$ cat config.mk
export PLATFORM = sky130hd
export DESIGN_NAME = match_controller
export DESIGN_NICKNAME = d
export VERILOG_FILES = /design/src/rtl/match_pkg.sv /design/src/rtl/bcd2_counter.sv /design/src/rtl/match_controller.sv
export SDC_FILE = /design/constraint.sdc
export NUM_CORES = 1
export LEC_CHECK = 0
export CORE_ASPECT_RATIO = 0.6
export CORE_MARGIN = 2
export CORE_UTILIZATION = 42
export DETAILED_ROUTE_END_ITERATION = 16
export HOLD_SLACK_MARGIN = 0.06
export PLACE_DENSITY_LB_ADDON = 0.1
export SYNTH_ARGS = -nofsm -noshare
export SYNTH_HDL_FRONTEND = slang
export SYNTH_SLANG_ARGS = --single-unit
$ cat constraint.sdc
create_clock -name clk -period 4.4 [get_ports clk]
set_input_delay 0.44 -clock clk [delete_from_list [all_inputs] [get_ports clk]]
set_output_delay 0.44 -clock clk [all_outputs]
set_load 0.05 [all_outputs]
$ cat src/rtl/match_pkg.sv
// Shared definitions for the match controller.
// Contents:
//   - state encoding for the match flow
//   - default match and countdown lengths
//   - a helper that turns a seconds value (0..99) into two BCD digits
package match_pkg;

   typedef enum logic [1:0] {
      ST_IDLE   = 2'd0,
      ST_READY  = 2'd1,
      ST_PLAY   = 2'd2,
      ST_FINISH = 2'd3
   } state_e;

   localparam int unsigned MATCH_SEC_DEF = 60;
   localparam int unsigned READY_SEC_DEF = 3;

   // Convert 0..99 seconds into {tens, ones} BCD digits.
   function automatic logic [7:0] sec_to_bcd(input int unsigned sec);
      logic [3:0] tens_v;
      logic [3:0] ones_v;
      tens_v = 4'(sec / 32'd10);
      ones_v = 4'(sec % 32'd10);
      return {tens_v, ones_v};
   endfunction

endpackage

$ cat src/rtl/bcd2_counter.sv
// Two-digit BCD counter.
// Ports:
//   clk, rst                  - clock, asynchronous active-high reset
//   load_i, load_tens_i/ones_i - synchronous load (highest priority)
//   inc_i                     - increment, saturates at 99
//   dec_i                     - decrement, stops at 00
//   tens_o, ones_o            - registered BCD digits
module bcd2_counter #(
   parameter logic [3:0] RST_TENS = 4'd0,
   parameter logic [3:0] RST_ONES = 4'd0
) (
   input  logic       clk,
   input  logic       rst,
   input  logic       load_i,
   input  logic [3:0] load_tens_i,
   input  logic [3:0] load_ones_i,
   input  logic       inc_i,
   input  logic       dec_i,
   output logic [3:0] tens_o,
   output logic [3:0] ones_o
);

   logic [3:0] tens_q, tens_d;
   logic [3:0] ones_q, ones_d;

   // Next-digit logic: load, then saturating increment, then floored decrement.
   always_comb begin
      tens_d = tens_q;
      ones_d = ones_q;
      if (load_i) begin
         tens_d = load_tens_i;
         ones_d = load_ones_i;
      end else if (inc_i) begin
         if ((tens_q == 4'd9) && (ones_q == 4'd9)) begin
            tens_d = tens_q;
            ones_d = ones_q;
         end else if (ones_q == 4'd9) begin
            ones_d = 4'd0;
            tens_d = tens_q + 4'd1;
         end else begin
            ones_d = ones_q + 4'd1;
         end
      end else if (dec_i) begin
         if ((tens_q == 4'd0) && (ones_q == 4'd0)) begin
            tens_d = tens_q;
            ones_d = ones_q;
         end else if (ones_q == 4'd0) begin
            ones_d = 4'd9;
            tens_d = tens_q - 4'd1;
         end else begin
            ones_d = ones_q - 4'd1;
         end
      end else begin
         tens_d = tens_q;
         ones_d = ones_q;
      end
   end

   // Digit registers.
   always_ff @(posedge clk or posedge rst) begin
      if (rst) begin
         tens_q <= RST_TENS;
         ones_q <= RST_ONES;
      end else begin
         tens_q <= tens_d;
         ones_q <= ones_d;
      end
   end

   assign tens_o = tens_q;
   assign ones_o = ones_q;

endmodule

$ cat src/rtl/match_controller.sv
// Match controller: IDLE -> READY countdown -> PLAY (score + clock) -> FINISH.
// Ports:
//   clk, rst                 - clock, asynchronous active-high reset
//   tick                     - 1 Hz single-cycle enable
//   start_p, goal_p          - debounced single-cycle button/sensor pulses
//   score_tens/ones          - BCD score digits
//   time_tens/ones           - BCD displayed seconds
//   state                    - 0 IDLE, 1 READY, 2 PLAY, 3 FINISH
//   finished                 - high while in FINISH
// Every output comes straight from a flop; pulses are judged only by the
// state that is current when they arrive.
module match_controller
   import match_pkg::*;
#(
   parameter int unsigned MATCH_SEC = MATCH_SEC_DEF,
   parameter int unsigned READY_SEC = READY_SEC_DEF
) (
   input  logic       clk,
   input  logic       rst,
   input  logic       tick,
   input  logic       start_p,
   input  logic       goal_p,
   output logic [3:0] score_ones,
   output logic [3:0] score_tens,
   output logic [3:0] time_ones,
   output logic [3:0] time_tens,
   output logic [1:0] state,
   output logic       finished
);

   localparam logic [7:0] MATCH_BCD = sec_to_bcd(MATCH_SEC);
   localparam logic [7:0] READY_BCD = sec_to_bcd(READY_SEC);

   state_e     state_q, state_d;
   logic       finished_q, finished_d;
   logic       score_load_s, score_inc_s;
   logic       time_load_s, time_dec_s;
   logic [7:0] time_load_val_s;
   logic       time_is_one_s;

   assign time_is_one_s = (time_tens == 4'd0) && (time_ones == 4'd1);

   // Next-state and counter control, decided from the current state only.
   always_comb begin
      state_d         = state_q;
      score_load_s    = 1'b0;
      score_inc_s     = 1'b0;
      time_load_s     = 1'b0;
      time_dec_s      = 1'b0;
      time_load_val_s = MATCH_BCD;
      case (state_q)
         ST_IDLE: begin
            if (start_p) begin
               score_load_s    = 1'b1;
               time_load_s     = 1'b1;
               time_load_val_s = READY_BCD;
               state_d         = ST_READY;
            end else begin
               state_d = ST_IDLE;
            end
         end
         ST_READY: begin
            if (tick && time_is_one_s) begin
               time_load_s     = 1'b1;
               time_load_val_s = MATCH_BCD;
               state_d         = ST_PLAY;
            end else if (tick) begin
               time_dec_s = 1'b1;
            end else begin
               state_d = ST_READY;
            end
         end
         ST_PLAY: begin
            score_inc_s = goal_p;
            if (tick && time_is_one_s) begin
               time_load_s     = 1'b1;
               time_load_val_s = 8'h00;
               state_d         = ST_FINISH;
            end else if (tick) begin
               time_dec_s = 1'b1;
            end else begin
               state_d = ST_PLAY;
            end
         end
         ST_FINISH: begin
            if (start_p) begin
               score_load_s    = 1'b1;
               time_load_s     = 1'b1;
               time_load_val_s = MATCH_BCD;
               state_d         = ST_IDLE;
            end else begin
               state_d = ST_FINISH;
            end
         end
         default: begin
            state_d = ST_IDLE;
         end
      endcase
      finished_d = (state_d == ST_FINISH);
   end

   // State and finished-flag registers.
   always_ff @(posedge clk or posedge rst) begin
      if (rst) begin
         state_q    <= ST_IDLE;
         finished_q <= 1'b0;
      end else begin
         state_q    <= state_d;
         finished_q <= finished_d;
      end
   end

   bcd2_counter #(
      .RST_TENS (4'd0),
      .RST_ONES (4'd0)
   ) u_score (
      .clk         (clk),
      .rst         (rst),
      .load_i      (score_load_s),
      .load_tens_i (4'd0),
      .load_ones_i (4'd0),
      .inc_i       (score_inc_s),
      .dec_i       (1'b0),
      .tens_o      (score_tens),
      .ones_o      (score_ones)
   );

   bcd2_counter #(
      .RST_TENS (MATCH_BCD[7:4]),
      .RST_ONES (MATCH_BCD[3:0])
   ) u_time (
      .clk         (clk),
      .rst         (rst),
      .load_i      (time_load_s),
      .load_tens_i (time_load_val_s[7:4]),
      .load_ones_i (time_load_val_s[3:0]),
      .inc_i       (1'b0),
      .dec_i       (time_dec_s),
      .tens_o      (time_tens),
      .ones_o      (time_ones)
   );

   assign state    = state_q;
   assign finished = finished_q;

endmodule

======== After elaboration in Yosys (flattened, before gate mapping) ========
Cells that the tools add are included.
storage, ports and cells
  flip-flop bits (word level) ............. 19
  input bits .............................. 5
  word-level logic and storage cells ...... 71
operators by class
  add/subtract/negate cells ............... 4
  equality and inequality tests ........... 9
  multiplexer cells ....................... 34
  reductions and logical operators ........ 18
operators with widths
  kind                                               number
  two-way mux 4 bit                                  16
  case mux 8 bit (3 select lines)                    1
  two-way mux 7 bit                                  2
  two-way mux 2 bit                                  5
  adder 4 x 1 -> 4 bit (second input constant)       2
  == test 4 bit (second input constant)              2
  zero test 4 bit                                    2
  two-way mux 1 bit                                  8
  case mux 2 bit (4 select lines)                    1
  nonzero test 2 bit                                 4
  subtractor 4 x 1 -> 4 bit (second input constant)  2
  == test 2 bit (second input constant)              3
  AND reduction 3 bit                                2
  OR reduction 2 bit                                 3
  == test 4 x 1 -> 1 bit (second input constant)     1
  logical AND 1 bit                                  4
  inequality test 2 bit (second input constant)      2
  AND reduction 2 bit                                2
  == test 2 x 1 -> 1 bit (second input constant)     1
  zero test 2 bit                                    1
  case mux 1 bit (2 select lines)                    1

======== Depth between registers and ports, before layout ========
  depth after elaboration ................. 7
  mapped depth ............................ 7
  depth with buffers taken out ............ 6

======== Hierarchy ========
Synthesis repeated with hierarchy kept, for this count alone.
second synthesis, totals
  cell total of the unflattened synthesis .. 198
  area, all modules ....................... 1849.3 um^2
by module, submodules not included
  module                   instances  cells each  area an instance (um^2)  sequential area each (um^2)
  bcd2_counter at u_time   1          80          759.5                    202.7
  bcd2_counter at u_score  1          80          757.0                    200.2
  match_controller         1          38          332.8                    75.1

======== Worst setup path after synthesis ========
OpenSTA, ideal clock, no wires.
  path kind ............................... register to register
  start point ............................. register state_q[0] (netlist: state[0])
  end point ............................... register u_score.tens_q[3] (netlist: u_score.tens_o[3])
  data arrival time ....................... 2045 ps
  slack ................................... 2276 ps
  cell stages (with the launch flop) ...... 7
  path buffers ............................ 0
  clock period less this slack ............ 2124 ps
  path through ............................ dfrtp_1 inv_1 ha_1 nor2b_1 a41oi_2 or3_1 a21oi_1
between the ends
  cells in the longest elaborated chain, start to end .. 5
ends and longest elaborated chain
  what                                                                          line                     text
  start: declaration                                                            match_controller.sv:34   state_e state_q, state_d;
  start signal: assignment                                                      match_controller.sv:108  state_q <= state_d;
  == test 2 bit / zero test 2 bit (equally long branches)                       match_controller.sv:51   case (state_q)
  OR reduction 2 bit (no line)                                                  -
  two-way mux 1 bit                                                             -
  inequality test 2 bit (no line) / nonzero test 2 bit (equally long branches)  -
  AND reduction 3 bit (no line)                                                 -
  end signal: assignment                                                        bcd2_counter.sv:65       tens_q <= tens_d;
  end: declaration                                                              bcd2_counter.sv:23       logic [3:0] tens_q, tens_d;
Several ways; a longest one is shown, not always the timed one.
A chain may end at the register's enable or synchronous reset.

======== Final worst setup path ========
  start point ............................. register u_time.tens_q[0] (netlist: u_time.tens_o[0])
  end point ............................... register finished_q (netlist: finished)
between the ends
  cells in the longest elaborated chain, start to end .. 6
ends and longest elaborated chain
  what                                         line                                            text
  start: declaration                           bcd2_counter.sv:23
  start signal: assignment                     bcd2_counter.sv:65
  zero test 4 bit (*)                          match_controller.sv:41                          assign time_is_one_s = (time_tens == 4'd0) && (time_ones == 4'd1);
  logical AND 1 bit (*)                        match_controller.sv:41
  logical AND 1 bit (*)                        match_controller.sv:63, match_controller.sv:75
  two-way mux 2 bit, on equally long branches  match_controller.sv:75, match_controller.sv:63
  case mux 2 bit (4 select lines) (*)          match_controller.sv:51
  == test 2 bit (*)                            match_controller.sv:99                          finished_d = (state_d == ST_FINISH);
  via finished_d                               match_controller.sv:35                          logic finished_q, finished_d;
  end signal: assignment                       match_controller.sv:109                         finished_q <= finished_d;
  end: declaration                             match_controller.sv:35
Mark *: on every way through the listed nets, which the timed path passes. The rest lies on a longest branch.

==> flow_metrics.py <==
metrics = {
    "detailed_routing": {
        "route.vias.total": 1219,
        "vias_per_cell": 5.72,
        "wl_mm": 3.23,
        "ant_nets": 0,
        "drcViolationCount": 0,
        "wl_per_cell_um": 15.2,
        "drt_iter0_markers": 98,
        "dr.pass1.iters": 4,
    },
    "cells_and_area": {
        "areaGrowthSynthToFinish_pct": 23.2,
        "most-common-layout-cells": "clkdlybuf4s50_1 (23), dfrtp_1 (17), a21oi_1 (13), nor2_1 (13)",
        "final_common_cell": "clkdlybuf4s50_1",
        "final_util_pct": 56.0,
        "n_antenna_cell": 0,
        "fillers": 280,
        "final_layout_size_suffix_gt1_share_pct": 8.19,
        "fin_nets": 187,
    },
    "sta": {
        "fmax_mhz": 406,
        "slew_violations": 0,
        "worst_pin_slew_ns": 1.08,
        "final-hold-violation-count": 0,
        "post-route-min-period_ns": 2.46,
        "rsz0062_at_grt": "no",
        "fin_skew_ns": 0.00143,
        "setup_viol": 0,
        "fin_crit_sh_pct": 56.0,
        "fin_setup_tns_ns": 0,
        "max_slew_margin_pct": 27.9,
        "timing.hold.ws_ns": 0.530,
        "worst_slack_ns": 1.94,
    },
    "floorplanning": {
        "num_rows": 15,
        "ios": 24,
        "die_h_um": 47.9,
        "die_area_mm2": 0.00369,
        "die_x_um": 77.1,
        "coreArea_mm2": 0.00297,
        "start_util_pct": 45.4,
    },
    "placement": {
        "dp_hpwl_mm": 2.41,
        "port_buffers": 23,
        "dpl_worst_slack_ns": 1.98,
        "gp_congestion": 0.861,
    },
    "global_route": {
        "grtUsageTotal_pct": 18.4,
        "grt_remaining_overflow": 0,
        "grt_max_degree": 20,
        "grt_pass1_wl_mm": 5.13,
        "antenna_found_initial": 0,
        "grt_pass1_vias": 1046,
    },
    "worst_setup_path": {
        "critical_path.startpoint_type": "register",
        "cp_cell_sequence": "inv_1, ha_1, nor3b_2, nand2_2, a31o_1, a221oi_2",
        "cp_slowest_cell": "nor3b_2",
        "critPathKind": "register to register",
        "crit_path_end_kind": "register",
        "cp-startpoint": "u_time.tens_o[0]$_DFFE_PP0P_",
        "path_buf_inv": 1,
        "cp_slowest_stage_delay_ns": 0.86,
        "critPathArrivalTime_ns": 2.63,
        "required_ns": 4.56,
        "crit_family": "simple AND/OR/NAND/NOR gates",
        "regToRegStartpoint": "u_time.tens_o[0]$_DFFE_PP0P_",
        "path_max_fanout": 14,
    },
    "min_path": {
        "min_from": "u_time.tens_o[1]$_DFFE_PP1P_",
        "min_path_type": "register to register",
    },
    "synthesis": {
        "ys_types": 47,
        "synth_flop_cell": "dfrtp_1",
        "synth_cells": 148,
        "synth_seq_cells": 19,
        "synthesis.area_mm2": 0.00135,
        "syn_area_per_cell_um2": 9.11,
        "async_flop_share_pct": 100,
        "ys_warn_count": 0,
        "synth_edf_count": 0,
        "ys_seq_area_share_pct": 35.5,
        "syn_nets": 163,
    },
    "cts": {
        "clk_path_buf_depth": 2,
        "cts_htree_levels": 1,
        "cts.sinks": 19,
        "cts_buffers": 3,
        "clk_latency_ns": 0.26,
        "cts_resized": 0,
        "clkSlewWorstSetupHoldPaths_ns": 0.07,
        "hold_buffers": 0,
        "cts_tree": "done",
        "clock-root-buffer": "clkbuf_8",
        "post_cts_buffers": 0,
    },
    "status": {
        "status": "finished, final reports clean",
    },
    "pwr": {
        "p_per_area_mw_per_mm2": 686,
        "ir_drop_mv": 0.395,
        "leakage_nw": 0.677,
    },
    "flow_run": {
        "drv_cap": 0,
    },
}
cells by family after synthesis:
kind of cell | count (synthesis) | synth area share, %
buffers and inverters | 15 | 4.46
multiplexers | 4 | 2.97
AND/OR/NAND/NOR | 57 | 25.3
flip-flops | 19 | 35.5
XOR/XNOR | 3 | 1.95
adder cells (fa/ha/maj) | 10 | 9.29
AO/OA/AOI/OAI | 40 | 20.5
registers in the layout (all words and copies together) (netlist names):
name            flops
u_time.ones_o       4
finished            1
u_score.ones_o      4
state               2
u_score.tens_o      4
u_time.tens_o       4
cell type report:
class                   instances  area, um2  area share [%]
repair buffers                 24        238            14.3
flip-flops and latches         19        478            28.8
well taps                      42       52.6            3.17
inverters                      10       37.5            2.26
multi-input cells             114        810            48.8
clock buffers                   4       45.0            2.71
per-layer routing:
layer | routed length, um | vias up | GRT usage, %
li1 | - | 585 | -
met1 | 1640 | 586 | 25.9
met2 | 1330 | 46 | 30.1
met3 | 245 | 2 | 4.15
met4 | 8 | 0 | 3.21
met5 | 0 | - | 0
Yosys cell counts (2+ instances only):
library cell / number / area, um2
nand2b_1: 2 / 12.5
or3_1: 3 / 18.8
nand3_1: 6 / 30.0
dfrtp_1: 17 / 425
dfstp_2: 2 / 52.6
nor2b_1: 2 / 12.5
inv_1: 10 / 37.5
a31oi_1: 2 / 12.5
o31ai_1: 4 / 30.0
xnor2_1: 2 / 17.5
mux2i_1: 4 / 40.0
o21ai_0: 7 / 35.0
and2_1: 2 / 12.5
a21oi_1: 13 / 65.1
nor2_1: 13 / 48.8
nand3b_1: 2 / 15.0
nand4_1: 2 / 12.5
nor3_1: 6 / 30.0
clkbuf_1: 4 / 15.0
ha_1: 10 / 125
nand2_1: 9 / 33.8
stage by stage:
step,cells,instance area [um2],total power [W]
floorplan,148,1350,0.000823
global placement,209,1620,0.000996
detailed placement,209,1620,0.00101
CTS,213,1660,0.00114
global route,213,1660,0.00121
finish,213,1660,0.00114
where the power goes:
| part | switching, W | total [W] | internal (W) |
|---|---|---|---|
| Clock | 0.0000595 | 0.000124 | 0.0000644 |
| Sequential | 0.0000875 | 0.000316 | 0.000228 |
| Combinational | 0.000445 | 0.000699 | 0.000254 |
worst paths after layout:
check                                                end  slack [ns]  cells past startpoint
setup reg to reg                      finished$_DFF_PP0_        1.94                      6
hold / removal              u_time.tens_o[1]$_DFFE_PP1P_        0.53                      1
setup / recovery                      finished$_DFF_PP0_        1.94                      6
hold reg to reg             u_time.tens_o[1]$_DFFE_PP1P_        0.53                      1
max in group asynchronous  u_score.ones_o[2]$_DFFE_PP0P_        3.29                      2
min in group asynchronous   u_time.ones_o[2]$_DFFE_PP0P_        0.63                      2
No activity file was read; power rests on OpenSTA's default activity.
==> edit 1, RTL diff (config.mk and constraints unchanged) <==
Make the reset (`rst`) synchronous in 2 clocked blocks. Comments in the files are not updated.
--- a/src/rtl/bcd2_counter.sv
+++ b/src/rtl/bcd2_counter.sv
@@ -57,7 +57,7 @@
    end
 
    // Digit registers.
-   always_ff @(posedge clk or posedge rst) begin
+   always_ff @(posedge clk) begin
       if (rst) begin
          tens_q <= RST_TENS;
          ones_q <= RST_ONES;
--- a/src/rtl/match_controller.sv
+++ b/src/rtl/match_controller.sv
@@ -100,7 +100,7 @@
    end
 
    // State and finished-flag registers.
-   always_ff @(posedge clk or posedge rst) begin
+   always_ff @(posedge clk) begin
       if (rst) begin
          state_q    <= ST_IDLE;
          finished_q <= 1'b0;
Check against the original RTL: differs if rst is asserted again (counterexample within 4 cycles, from zero or initial values and one cycle with rst high); with rst held inactive, the same outputs for 10 cycles.
==> edit 1 against the original RTL <==
  * Routed wire length is 16% lower
  * Global-route usage grew 0.27 points
  * Final area is 12% lower
  * Sequential cell count unchanged
  * Worst setup slack gained 0.21 ns
  * Final cell count fell by 8.9%
  * Area after synthesis is 14% lower
  * Largest cell class unchanged
Power is not compared: it rests on default switching activity, and its combinational part moved more than twofold at a synthesized area within 25%.
==> edit 1: results (changes against the original RTL) <==
pin count of the biggest net entering global routing=11 (-45%); post-synthesis sequential area ratio=0.328 (-0.0271); fin nets=176 (-5.9%); syn_nets=151 (-7.4%); vias in the first global route=941 (-10%); Slew @ Worst Pin=0.564 ns (-0.514 ns); pre-CTS setup slack=2.06 ns (+0.0789 ns); Worst Hold Launch=u_score.ones_o[3]$_SDFFE_PP0P_; Final Skew=0.00267 ns (+0.00124 ns); via count=1,048 (-14%); status=completed; CP max stage cell=dfxtp_1; GRT Total Usage=0.187 (+0.00271); Placed Instances=190 (-9.1%); post-placement cell area=1420 um2 (-12%); DR iter-0 viols=79 (-19%); CP Data Arrival Time=2.45 ns (-0.18 ns); Synth top cells by count=dfxtp_1 (19), nor2_1 (16), a21oi_1 (13); Via density=5.40 (-5.6%); fraction of registers with async set/reset=0 (-1.00); global placement routability congestion=0.876 (+1.7%); hpwl dp=2090 um (-13%); CP max stage delay=0.42 ns (-0.44 ns); first-pass GRT wire length=4530 um (-12%); Routed wire per std cell=14.0 um (-7.8%); Mapped Cells=138 (-6.8%)
[edit 1: metal layers]
metal | vias up | routed length [um] | track usage
li1 | 541 | - | -
met1 | 477 | 1520 | 0.293
met2 | 26 | 1040 | 0.250
met3 | 4 | 132 | 0.0491
met4 | 0 | 23 | 0.0415
met5 | - | 0 | 0
[edit 1: final timing paths]
path | to | slack, ns | depth (start not counted)
setup / recovery | u_time.tens_o[3]$_SDFFE_PP0P_ | 2.15 | 7
hold / removal | u_score.ones_o[3]$_SDFFE_PP0P_ | 0.53 | 2
hold reg to reg | u_score.ones_o[3]$_SDFFE_PP0P_ | 0.53 | 2
setup reg to reg | u_time.tens_o[3]$_SDFFE_PP0P_ | 2.15 | 7
[edit 1: layout make-up]
cell class | instances | area (um2)
Timing Repair Buffer | 23 | 230
Inverter | 7 | 26.3
Sequential cell | 19 | 380
Fill cell | 234 | 1090
Tap cell | 32 | 40.0
Clock buffer | 4 | 45.0
Multi-Input combinational cell | 109 | 743
[edit 1: kinds of logic after synthesis]
group / Yosys count / share of synthesized area
DFF: 19 / 0.328
adders and majority gates: 8 / 0.0862
buffers and inverters: 10 / 0.0323
AOI/OAI and AO/OA: 33 / 0.202
xor gates and xnor gates: 6 / 0.0453
muxes: 2 / 0.0183
and+or+nand+nor: 60 / 0.289
[edit 1: power by group through the flow]
stage / Sequential, mW / Combinational (mW) / Clock [mW]
floorplan: 0.226 / 0.0574 / 0
global placement: 0.198 / 0.122 / 0
detailed placement: 0.198 / 0.123 / 0
CTS: 0.194 / 0.124 / 0.124
global route: 0.196 / 0.134 / 0.131
finish: 0.194 / 0.125 / 0.123
==> edit 2, RTL diff (config.mk and constraints unchanged) <==
Without the edit above. Register the output `time_tens`, with the module's reset; this adds one clock of latency there. The other outputs are not delayed to match.
--- a/src/rtl/match_controller.sv
+++ b/src/rtl/match_controller.sv
@@ -31,6 +31,8 @@
    localparam logic [7:0] MATCH_BCD = sec_to_bcd(MATCH_SEC);
    localparam logic [7:0] READY_BCD = sec_to_bcd(READY_SEC);
 
+   logic [3:0] time_tens_d;
+
    state_e     state_q, state_d;
    logic       finished_q, finished_d;
    logic       score_load_s, score_inc_s;
@@ -38,7 +40,7 @@
    logic [7:0] time_load_val_s;
    logic       time_is_one_s;
 
-   assign time_is_one_s = (time_tens == 4'd0) && (time_ones == 4'd1);
+   assign time_is_one_s = (time_tens_d == 4'd0) && (time_ones == 4'd1);
 
    // Next-state and counter control, decided from the current state only.
    always_comb begin
@@ -136,12 +138,20 @@
       .load_ones_i (time_load_val_s[3:0]),
       .inc_i       (1'b0),
       .dec_i       (time_dec_s),
-      .tens_o      (time_tens),
+      .tens_o      (time_tens_d),
       .ones_o      (time_ones)
    );
 
    assign state    = state_q;
    assign finished = finished_q;
 
+   always_ff @(posedge clk or posedge rst) begin
+      if (rst) begin
+         time_tens <= '0;
+      end else begin
+         time_tens <= time_tens_d;
+      end
+   end
+
 endmodule
 
Check against the original RTL: not equivalent (a bounded check fails within 4 cycles, from zero or initial values and one cycle with rst high).
==> edit 2 against the original RTL <==
  * Final area rose by 3.3%
  * Routed wire length fell by 14%
  * First-iteration DRC count fell by 70%
  * Combinational power fell by 17%
  * Clock skew rose by 0.0017 ns
  * Die area rose by 4.0%
  * Fmax fell by 3.0%
  * Sequential cell count rose by 4
  * Total power fell by 6.3%
  * Count of clock-buffer cells in the layout fell by 1
  * Area after synthesis rose by 4.3%
  * Worst setup slack got worse by 0.076 ns
  * Critical endpoint is now u_time.ones_o[3]$_DFFE_PP0P_
  * Largest cell class unchanged
  * Largest power group unchanged
==> edit 2: results (changes against the original RTL) <==
status=completed; Mapped Cells=142 (-4.1%); XOR/XNOR share of the synthesized area=0.0374 (+0.0179); metal3 WL=188 um (-23%); GRT Total Usage=0.162 (-0.0216); pin count of the biggest net entering global routing=24 (+20%); area growth from synthesis to layout=22.1%; Reg area=578 um2 (+21%); global placement routability congestion=0.819 (-4.9%); post-synthesis mux area share=0 (-0.0297); multi-input combinational area share=0.447 (-0.0404); share of layout cells above drive strength 1=0.115 (+0.0333); Non-clk bufs=23 (-4.2%); Finished Cell Area=1720 um2 (+3.3%); GR Util met3=0.0537 (+0.0122); Yosys cell types=44 (-6.4%); post-synthesis sequential area ratio=0.411 (+0.0567); top cells by area, synth=dfrtp_1 (37%), ha_1 (8.9%), nor2_1 (4.8%); Clock buf/inv share=0.0270 (-0.000141); fill cell count=272 (-2.9%); CP max stage delay=0.76 ns (-0.10 ns); Multi-input comb cells=105 (-7.9%); first-pass GRT wire length=4910 um (-4.3%); DR iter-0 viols=29 (-70%); via count=1,083 (-11%); syn_nets=157 (-3.7%); pre-CTS setup slack=1.86 ns (-0.126 ns); buffer share of cell area=0.134 (-0.00897); Lkg Pwr=0.699 nW (+3.2%)
[edit 2: final timing paths]
check / startpoint / end / slack (ns) / depth (start not counted)
min: u_time.tens_o[0]$_DFFE_PP0P_ / time_tens[0]$_DFF_PP0_ / 0.41 / 0
max reg2reg: state[1]$_DFF_PP0_ / u_time.ones_o[3]$_DFFE_PP0P_ / 1.86 / 6
min reg2reg: u_time.tens_o[0]$_DFFE_PP0P_ / time_tens[0]$_DFF_PP0_ / 0.41 / 0
min in group asynchronous: rst / u_score.tens_o[3]$_DFFE_PP0P_ / 0.65 / 2
max: state[1]$_DFF_PP0_ / u_time.ones_o[3]$_DFFE_PP0P_ / 1.86 / 6
max in group asynchronous: rst / state[1]$_DFF_PP0_ / 3.22 / 2
[edit 2: where the power goes]
part	internal [mW]	total (mW)	switching (mW)
Combinational	0.210	0.582	0.371
Sequential	0.277	0.355	0.0783
Clock	0.0632	0.130	0.0664
